$ cat src/rtl/sar_sched_pkg.sv
// sar_sched_pkg: shared sizes, FSM states and channel-pick helper for the SAR scheduler
package sar_sched_pkg;
  localparam int SAR_W = 10;
  localparam int CH_W = 2;
  localparam int NCH = 4;
  typedef enum logic [2:0] {IDLE, SELECT, SETTLE, CONV, CAPTURE} state_t;
  function automatic logic [CH_W-1:0] lowest(input logic [NCH-1:0] m);
    lowest = '0;
    for (int i = NCH - 1; i >= 0; i--) if (m[i]) lowest = CH_W'(i);
  endfunction
endpackage

$ cat src/rtl/sar_sched_timer.sv
// sar_sched_timer: scan period down-counter, one-cycle tick at zero, held at period-1 while disabled
module sar_sched_timer (
  input  logic        clk,
  input  logic        rst,
  input  logic        en,
  input  logic [15:0] period,
  output logic        tick
);
  logic [15:0] cnt, top;
  assign top = (period == 16'd0) ? 16'd0 : period - 16'd1;
  assign tick = rst && en && cnt == 16'd0;
  always_ff @(posedge clk)
    cnt <= (!rst || !en || cnt == 16'd0) ? top : cnt - 16'd1;
endmodule

$ cat src/rtl/sar_conv_scheduler.sv
// sar_conv_scheduler: periodic masked-channel SAR scan sequencer with sticky error flags
// SAR_SCHED_AVG_EN: convert each channel 4x back-to-back and report the mean
module sar_conv_scheduler
  import sar_sched_pkg::*;
#(
  parameter int SETTLE_CYC = 4,
  parameter int TIMEOUT_CYC = 64
) (
  input  logic             clk,
  input  logic             rst,
  input  logic             en,
  input  logic [15:0]      period,
  input  logic [NCH-1:0]   ch_mask,
  input  logic             err_clr,
  input  logic             eoc,
  input  logic [SAR_W-1:0] sar,
  output logic             cnvst,
  output logic [CH_W-1:0]  ch_sel,
  output logic [SAR_W-1:0] dout,
  output logic [CH_W-1:0]  dout_ch,
  output logic             dout_valid,
  output logic             busy,
  output logic             timeout_err,
  output logic             overrun_err
);
`ifdef SAR_SCHED_AVG_EN
  localparam int ACC_W = SAR_W + 2;
  logic [1:0] k;
`else
  localparam int ACC_W = SAR_W;
`endif
  state_t state, nxt, fin;
  logic tick, to_hit, last, to_q, ov_q;
  logic [NCH-1:0] rem, src;
  logic [CH_W-1:0] ch, ch_nxt;
  logic [15:0] cnt;
  logic [ACC_W-1:0] acc;

  sar_sched_timer u_timer (.clk(clk), .rst(rst), .en(en), .period(period), .tick(tick));

  assign to_hit = state == CONV && !eoc && cnt == 16'(TIMEOUT_CYC - 1);
  assign fin = (|rem && en) ? SELECT : IDLE;
  assign src = (state == IDLE) ? ch_mask : rem;
  assign ch_nxt = lowest(src);
`ifdef SAR_SCHED_AVG_EN
  assign last = k == 2'd0;
`else
  assign last = 1'b1;
`endif

  always_comb begin
    nxt = state;
    case (state)
      IDLE:    nxt = (tick && |ch_mask) ? SELECT : IDLE;
      SELECT:  nxt = SETTLE;
      SETTLE:  nxt = (cnt == 16'(SETTLE_CYC - 1)) ? CONV : SETTLE;
      CONV:    nxt = eoc ? CAPTURE : to_hit ? fin : CONV;
      CAPTURE: nxt = last ? fin : CONV;
      default: nxt = IDLE;
    endcase
  end

  // rem holds the latched mask minus channels already picked this scan
  always_ff @(posedge clk) begin
    if (!rst) begin
      state <= IDLE;
      rem <= '0;
      ch <= '0;
      cnt <= '0;
      acc <= '0;
      to_q <= 1'b0;
      ov_q <= 1'b0;
`ifdef SAR_SCHED_AVG_EN
      k <= '0;
`endif
    end else begin
      state <= nxt;
      cnt <= (nxt != state) ? 16'd0 : cnt + 16'd1;
      if (nxt == SELECT) begin
        ch <= ch_nxt;
        rem <= src & ~(NCH'(1) << ch_nxt);
        acc <= '0;
`ifdef SAR_SCHED_AVG_EN
        k <= '0;
`endif
      end
      if (state == CONV && eoc) begin
`ifdef SAR_SCHED_AVG_EN
        acc <= acc + ACC_W'(sar);
        k <= k + 2'd1;
`else
        acc <= sar;
`endif
      end
      to_q <= to_hit | (to_q & ~err_clr);
      ov_q <= (tick && state != IDLE) | (ov_q & ~err_clr);
    end
  end

  assign cnvst = rst && state == CONV;
  assign busy = rst && state != IDLE;
  assign ch_sel = rst ? ch : '0;
  assign dout_ch = rst ? ch : '0;
  assign dout_valid = rst && state == CAPTURE && last;
  assign dout = rst ? acc[ACC_W-1 -: SAR_W] : '0;
  assign timeout_err = rst && to_q;
  assign overrun_err = rst && ov_q;
endmodule

$ cat config.mk
export PLATFORM = sky130hd
export DESIGN_NAME = sar_conv_scheduler
export DESIGN_NICKNAME = d
export VERILOG_FILES = /design/src/rtl/sar_sched_pkg.sv /design/src/rtl/sar_sched_timer.sv /design/src/rtl/sar_conv_scheduler.sv
export SDC_FILE = /design/constraint.sdc
export NUM_CORES = 1
export LEC_CHECK = 0
export CAP_MARGIN = 20
export CORE_MARGIN = 10
export CORE_UTILIZATION = 25
export DETAILED_ROUTE_END_ITERATION = 8
export PLACE_DENSITY_LB_ADDON = 0.25
export SLEW_MARGIN = 20
export SYNTH_ARGS = -nofsm -noshare
export SYNTH_HDL_FRONTEND = slang
export SYNTH_SLANG_ARGS = --single-unit
$ cat constraint.sdc
create_clock -name clk -period 7.9 [get_ports clk]
set_clock_uncertainty 0.2 [all_clocks]
set_input_delay 1.58 -clock clk [delete_from_list [all_inputs] [get_ports clk]]
set_output_delay 1.58 -clock clk [all_outputs]
set_load 0.005 [all_outputs]
==> results of run 1 <==
-- cells by family (layout without fill, tap and decap cells) --
kind of cell    after synthesis  count (layout)  share of synthesized area, %
simple gates                136             136                          27.2
flops                        53              53                          38.0
compound gates               48              48                          13.4
xor+xnor                     40              40                          12.5
buf+inv                      27              73                          4.21
mux                           8               8                          2.91
fa+ha+maj                     4               4                          1.79
-- worst max-delay path by stage --
stage	from	to	slack, ns
floorplan	rst	dout_valid	3.86
global placement	rst	overrun_err	3.05
detailed placement	rst	cnvst	3.04
CTS	rst	overrun_err	3.03
global route	rst	overrun_err	2.94
finish	rst	cnvst	3.06
-- cell type report --
| cell class | instances | share of cell area [%] |
|---|---|---|
| flip-flops and latches | 53 | 30.0 |
| inverters | 10 | 1.06 |
| well taps | 140 | 4.96 |
| multi-input cells | 236 | 45.7 |
| repair buffers | 55 | 15.5 |
| clock buffers | 6 | 2.34 |
| clock inverters | 2 | 0.390 |
-- sequential cells by signal, indices dropped and copies added, names as in the netlist --
signal and count:
to_q 1, ov_q 1, u_timer.cnt 16, cnt 16, rem 4, ch 2, acc 10, state 3
-- worst register-to-register path: cells and delay by family (launching register included) --
kind            cells  cell delay, ns
flops               1            0.43
compound gates      2            0.84
simple gates        3            1.09
-- cell usage in the layout, fill, tap and decap left out, drive strengths merged, types with 3 or more instances in the layout --
cell	Yosys	routed
a21oi	4	4
a32o	10	10
and2	14	14
and3	4	4
clkbuf	12	6
clkdlybuf4s50	0	53
dfxtp	53	53
ha	4	4
inv	10	10
mux2i	7	7
nand2	22	22
nand2b	3	3
nand3	9	9
nand4	5	5
nor2	20	20
nor3	25	25
nor4	9	9
nor4b	3	3
o21ai	3	3
o22ai	16	16
o31ai	3	3
or3	4	4
or4	5	5
xnor2	26	26
xor2	14	14
-- metrics by stage --
step / setup WS (ns) / hold WS, ns / cells
after floorplan: 3.86 / 0.246 / 316
after global placement: 3.05 / 0.264 / 494
after detailed placement: 3.04 / 0.277 / 494
after CTS: 3.03 / 0.290 / 502
after global routing: 2.94 / 0.322 / 502
final: 3.06 / 0.285 / 502
-- per-layer routing --
metal	part of all wire, %	up-vias	global-route usage (%)	wire length, um
met5	0	-	0	0
met4	0.67	0	2.17	46
met3	4.5	2	2.27	313
met2	42	50	13.3	2930
met1	52	1071	10.9	3620
li1	-	1242	-	-
-- power by group through the flow --
stage / clock [mW] / sequential (mW) / combinational (mW)
after floorplan: 0 / 0.291 / 0.0351
after global placement: 0 / 0.292 / 0.0621
after detailed placement: 0 / 0.293 / 0.0626
after CTS: 0.169 / 0.287 / 0.0629
after global routing: 0.180 / 0.288 / 0.0701
final: 0.162 / 0.287 / 0.0625
==> results.toml, run 1 <==
[outcome]
status = "finished, final reports clean"

[synth]
synth_warnings = 0
synth_seq_area_share_pct = 38.0
synth_ff_type = "dfxtp_1"
netlist_top_cells_count = "53 x dfxtp_1, 26 x xnor2_1, 24 x nor3_1, 22 x nand2_1, 20 x nor2_1"
netlist.area_leader.share_pct = 38.0
syn-instance-count = 316
synth_cell_types = 53
syn_area_mm2 = 0.00279
synth_top_cell_by_area = "dfxtp_1"
synthArstFlopShare_pct = 0
ys_ff_latch = 53
synth-edff-count = 0
ys_top_cells_by_area = "dfxtp_1 38%, xnor2_1 8.2%, xor2_1 4.4%"
syn_nets = 355
syn_avg_cell_area_um2 = 8.84
synth_most_common_cell = "dfxtp_1"

[floorplan]
die_area_mm2 = 0.0158
die_w_um = 126
fp.dieH_um = 126
rows = 38
start_util_pct = 25.7
design.core.area_mm2 = 0.0109
io_pins = 54

[cts]
cts_tree = "done"
cts_root_buf = "clkbuf_8"
h-tree-depth = 2
cts_buffer_depth = 2
cts_buffers = 5
post_cts_resized = 0
postCtsSetupBuffers = 0
postCtsHoldBufs = 0
insertion_delay_ns = 0.30
cts.clk_slew.worst_paths_ns = 0.09
cts.sinks = 53

[setup_path]
end_kind = "primary output"
cp.required_ns = 6.12
worstSetupStartpointType = "input pin"
critical_path_class = "in2out"
worstSetupPathDepth = 4
reg2reg_depth = 5
crit_path_max_incr_delay_ns = 0.52
arrival_ns = 3.06
r2r_slack_ns = 5.21
worstReg2RegStart = "state[2]$_SDFF_PN0_"
cpMostUsedCell = "clkdlybuf4s50_1"
cp_top_family = "buffers and inverters"
path_max_fanout = 32
worstReg2RegEnd = "cnt[1]$_SDFF_PP0_"
path_buf_inv = 3
cp_cell_sequence = "clkdlybuf4s50_1 -> buf_4 -> and2_1 -> clkdlybuf4s50_1"
slowest_stage = "clkdlybuf4s50_1"

[pwr]
p_per_area_mw_per_mm2 = 145
power.switching_mw = 0.129
peakVddDrop_uv = 63.9
total_power_mw = 0.512
p_clk_share_pct = 31.7
p_seq_share_pct = 56.1
p_leak_nw = 1.23
comb_power_share_pct = 12.2
switching_share_pct = 25.1
intPower_mw = 0.383

[layout]
final_nets = 400
drive_above_1_share_pct = 5.80
n_fill_cell = 1167
multi_input_area_mm2 = 0.00162
num_antenna_cells = 0
fin_util_pct = 32.4
area_growth_pct = 26.4
seq_area_mm2 = 0.00106
stdcell_area_mm2 = 0.00353

[placement]
gp_congestion = 0.732
hpwl_mm = 5.08
placed_area_mm2 = 0.00343
io_buffers = 53

[grt]
grt_overflow = 0
grt_pass1_wl_mm = 11.5
grtUsageTotal_pct = 8.38
antenna_found_initial = 0
grt_max_degree = 33
first_global_vias = 2365

[drt]
wirelength_mm = 6.91
drt-initial-drc-count = 78
drtAntennaViolNets = 0
post_drt_wl_per_cell_um = 13.8
viasPerCell = 4.71
route.detailed.drc = 0
first_pass_iters = 4
num_vias = 2365

[hold_path]
min_from = "rem[3]$_SDFFE_PN0N_"
hold_path.class = "reg2reg"
hold-path-endpoint = "rem[3]$_SDFFE_PN0N_"
worstHoldPathCells = 2

[sta]
drv_slew = 0
slew_headroom_pct = 46.4
tightestPinTransition_ns = 0.801
fin_crit_ns = 4.84
hold_violations = 0
period_share_pct = 61.3
max_freq_mhz = 207
rsz0062_at_grt = "false"
setup-violations-final = 0
fin_setup_tns_ns = 0

[flow_run]
maxCapViolCount = 0
No activity file was read; power rests on OpenSTA's default activity.
==> run 2: changes to the inputs <==
==> constraint.sdc (replaced) <==
create_clock -name clk -period 4.85 [get_ports clk]
set_clock_uncertainty 0.2 [all_clocks]
set_input_delay 0.97 -clock clk [delete_from_list [all_inputs] [get_ports clk]]
set_output_delay 0.97 -clock clk [all_outputs]
set_load 0.005 [all_outputs]
==> run 2 against run 1 <==
Final area is essentially flat. Critical endpoint is now overrun_err. Critical path depth unchanged. Utilization hardly changed. Sequential cell count is the same. Cell count unchanged. Sequential power grew 63%. Clock power rose by 54%. Largest power group unchanged. Combinational power rose by 66%. Sequential share of layout area barely moved. Worst setup slack got worse by 2.1 ns. Via count increased by 0.76%.
==> results.toml, run 2 (same netlist as run 1, synthesis figures left out) <==
[grt]
antenna_found_initial = 0
grt_max_degree = 24
grt_overflow = 0
grtUsageTotal_pct = 8.67
first_global_vias = 2436
grt_pass1_wl_mm = 11.8

[drt]
wirelength_mm = 6.88
route.detailed.drc = 0
drt-initial-drc-count = 115
first_pass_iters = 4
num_vias = 2383
post_drt_wl_per_cell_um = 13.7
drtAntennaViolNets = 0
viasPerCell = 4.75

[hold_path]
hold_path.class = "reg2reg"

[cts]
cts.clk_slew.worst_paths_ns = 0.08
postCtsSetupBuffers = 0
cts_buffers = 5
postCtsHoldBufs = 0
cts_buffer_depth = 2
cts.sinks = 53
insertion_delay_ns = 0.30
cts_root_buf = "clkbuf_8"
h-tree-depth = 2
cts_tree = "done"
post_cts_resized = 0

[pwr]
peakVddDrop_uv = 110
total_power_mw = 0.820
p_per_area_mw_per_mm2 = 232
p_leak_nw = 1.23

[setup_path]
arrival_ns = 2.72
path_max_fanout = 23
critical_path_class = "in2out"
cp.required_ns = 3.68
end_kind = "primary output"
worstSetupStartpointType = "input pin"

[placement]
placed_area_mm2 = 0.00344
gp_congestion = 0.768
hpwl_mm = 5.20
io_buffers = 53

[floorplan]
die_w_um = 126
rows = 38
die_area_mm2 = 0.0158
design.core.area_mm2 = 0.0109
fp.dieH_um = 126
io_pins = 54
start_util_pct = 25.7

[flow_run]
maxCapViolCount = 0

[layout]
drive_above_1_share_pct = 5.52
final_nets = 401
top_regs = "cnt x16, u_timer.cnt x16, acc x10"
n_fill_cell = 1161
fin_util_pct = 32.4
area_growth_pct = 26.3
layout_common_cells = "53 x dfxtp_1, 53 x clkdlybuf4s50_1, 26 x xnor2_1"
num_antenna_cells = 0
stdcell_area_mm2 = 0.00353

[outcome]
status = "finished, final reports clean"

[sta]
hold_violations = 0
max_freq_mhz = 257
drv_slew = 0
rsz0062_at_grt = "false"
fin_crit_ns = 3.89
tightestPinTransition_ns = 0.800
fin_setup_tns_ns = 0
setup-violations-final = 0
slew_headroom_pct = 46.3
period_share_pct = 80.1
[run 2: worst paths after layout]
kind	to	depth (start not counted)	slack (ns)	startpoint
worst max register to register	acc[6]$_SDFFE_PN0P_	6	2.06	state[2]$_SDFF_PN0_
worst max-delay path	overrun_err	4	0.96	rst
worst min-delay path	ch[1]$_SDFFE_PN0N_	2	0.29	ch[1]$_SDFFE_PN0N_
worst min register to register	ch[1]$_SDFFE_PN0N_	2	0.29	ch[1]$_SDFFE_PN0N_
[run 2: critical path, stage by stage]
cell	delay, ns
clkdlybuf4s50_1	0.93
nand2_1	0.16
inv_1	0.13
clkdlybuf4s50_1	0.53
[run 2: layer usage]
layer | global-route usage, % | vias to the layer above | routed length (um)
met2 | 13.5 | 59 | 2900
li1 | - | 1242 | -
met5 | 0 | - | 0
met3 | 2.64 | 4 | 328
met4 | 2.44 | 0 | 72
met1 | 11.3 | 1078 | 3570
[run 2: power by group]
group	internal (mW)	switching [mW]
registers	0.451	0.0156
logic	0.0570	0.0466
clock network	0.114	0.136
[run 2: cell type report]
type / count / area [um^2] / area share (%)
multi-input cells: 236 / 1620 / 45.8
flip-flops and latches: 53 / 1060 / 30.1
repair buffers: 56 / 553 / 15.7
well taps: 140 / 175 / 4.96
clock buffers: 7 / 86.3 / 2.45
inverters: 10 / 37.5 / 1.06
[run 2: through the flow]
stage                     hold WS, ns  std cells  setup slack (ns)
final                           0.287        502             0.963
after global routing            0.315        502             0.795
after CTS                       0.292        502             0.946
after detailed placement        0.279        495             0.744
after global placement          0.265        495             0.801
after floorplan                 0.246        316              1.53
==> run 3: changes to the inputs <==
==> constraint.sdc (replaced) <==
create_clock -name clk -period 3.9 [get_ports clk]
set_clock_uncertainty 0.2 [all_clocks]
set_input_delay 0.78 -clock clk [delete_from_list [all_inputs] [get_ports clk]]
set_output_delay 0.78 -clock clk [all_outputs]
set_load 0.005 [all_outputs]
==> run 3 against run 2 <==
Register-to-register slack got worse by 0.84 ns. Via count increased by 1.0%. Die area unchanged. Final area up 0.32%. Worst setup slack worse by 0.39 ns. Sequential share of layout area decreased by 0.096 points. Worst hold slack got worse by 0.0083 ns. Critical path depth rose by 5. Cell count rose by 0.60%. Clock power rose by 20%. First-iteration DRC count fell by 33%. Critical path type is now in2reg.
==> results.toml, run 3 (same netlist as run 1, synthesis figures left out) <==
[outcome]
status = "finished, final reports clean"

[sta]
hold_ws_ns = 0.279
period_share_pct = 85.4
tightestPinTransition_ns = 0.636
slew_headroom_pct = 57.5
max_freq_mhz = 300
drv_slew = 0
fin_crit_ns = 3.33
layout_setup_ws_ns = 0.570
rsz0062_at_grt = "false"
setup-violations-final = 0
hold_violations = 0
fin_setup_tns_ns = 0

[pwr]
p_seq_share_pct = 57.5
intPower_mw = 0.757
p_leak_nw = 1.24
p_per_area_mw_per_mm2 = 285
peakVddDrop_uv = 157
switching_share_pct = 25.0
power.switching_mw = 0.253
p_clk_share_pct = 29.6
comb_power_share_pct = 12.9

[layout]
seq_area_mm2 = 0.00106
multi_input_area_mm2 = 0.00162
n_fill_cell = 1159
final_nets = 403
top_regs = "cnt x16, u_timer.cnt x16, acc x10"
area_growth_pct = 26.7
num_antenna_cells = 0
drive_above_1_share_pct = 6.30
stdcell_area_mm2 = 0.00354
fin_util_pct = 32.5
layout_common_cells = "53 x dfxtp_1, 53 x clkdlybuf4s50_1, 26 x xnor2_1"

[grt]
grt_busiest_layer = "met2"
grt_overflow = 0
antenna_found_initial = 0
use_met3_pct = 2.22
grtUsageMet1_pct = 11.3
grtUsageTotal_pct = 8.45
first_global_vias = 2364
grt_pass1_wl_mm = 11.6
grt_max_degree = 33
met2_usage_pct = 13.2

[setup_path]
cp.required_ns = 3.89
slowest_stage = "or4_4"
cp_cell_sequence = "clkdlybuf4s50_1 -> inv_1 -> ha_1 -> or2b_2 -> or4_4 -> or4_4 -> o31ai_4 -> buf_4 -> o22ai_1"
crit_path_max_incr_delay_ns = 0.52
worstSetupStartpointType = "input pin"
arrival_ns = 3.32
critical_path_class = "in2reg"
path_max_fanout = 15
cpMostUsedCell = "or4_4"
end_kind = "register"

[cts]
insertion_delay_ns = 0.30
h-tree-depth = 2
cts_buffers = 5
postCtsHoldBufs = 0
post_cts_resized = 0
cts_root_buf = "clkbuf_8"
cts_buffer_depth = 2
postCtsSetupBuffers = 0
cts.sinks = 53
cts.clk_slew.worst_paths_ns = 0.09
cts_tree = "done"

[floorplan]
start_util_pct = 25.7
design.core.area_mm2 = 0.0109
die_w_um = 126
rows = 38
fp.dieH_um = 126
io_pins = 54
die_area_mm2 = 0.0158

[placement]
gp_congestion = 0.758
io_buffers = 53
placed_area_mm2 = 0.00346
pre_cts_ws_ns = 0.235
hpwl_mm = 5.17

[flow_run]
maxCapViolCount = 0

[drt]
drt-initial-drc-count = 77
wirelength_mm = 6.82
num_vias = 2408
first_pass_iters = 4
post_drt_wl_per_cell_um = 13.5
route.detailed.drc = 0
drtAntennaViolNets = 0
viasPerCell = 4.77

[hold_path]
hold_path.class = "reg2reg"
## run 3: worst paths after layout
check,startpoint,end,slack [ns],depth (start not counted)
max,period[0],u_timer.cnt[13]$_DFF_P_,0.57,9
min,ch[1]$_SDFFE_PN0N_,ch[1]$_SDFFE_PN0N_,0.28,2
max reg2reg,state[2]$_SDFF_PN0_,cnt[7]$_SDFF_PP0_,1.22,5
min reg2reg,ch[1]$_SDFFE_PN0N_,ch[1]$_SDFFE_PN0N_,0.28,2
## run 3: layout make-up
cell class	count	share of cell area, %
Clock buffer	6	2.05
Clock inverter	2	0.283
Inverter	10	1.06
Multi-Input combinational cell	236	45.6
Sequential cell	53	30.0
Tap cell	140	4.95
Timing Repair Buffer	58	16.0
## run 3: metrics by stage
| step | cells | total power [mW] |
|---|---|---|
| 2_1_floorplan | 316 | 0.660 |
| 3_3_place_gp | 497 | 0.720 |
| 3_5_place_dp | 497 | 0.723 |
| 4_1_cts | 505 | 1.02 |
| 5_1_grt | 505 | 1.06 |
| 6_report | 505 | 1.01 |
## run 3: power groups by stage
| stage | Sequential [mW] | Clock (mW) | Combinational (mW) |
|---|---|---|---|
| finish | 0.581 | 0.299 | 0.130 |
| global route | 0.584 | 0.334 | 0.145 |
| CTS | 0.581 | 0.311 | 0.131 |
| detailed placement | 0.594 | 0 | 0.129 |
| global placement | 0.592 | 0 | 0.128 |
| floorplan | 0.589 | 0 | 0.0710 |
## run 3: metal layers
metal | vias to the layer above | part of all wire (%) | wire length, um
met1 | 1086 | 51 | 3510
li1 | 1252 | - | -
met5 | - | 0 | 0
met2 | 64 | 43 | 2920
met3 | 6 | 5.1 | 346
met4 | 0 | 0.73 | 50
## run 3: critical path, delay by kind of cell
kind	cells	cell delay (ns)
fa+ha+maj	1	0.17
buf+inv	3	0.72
simple gates	3	1.36
compound gates	2	0.27
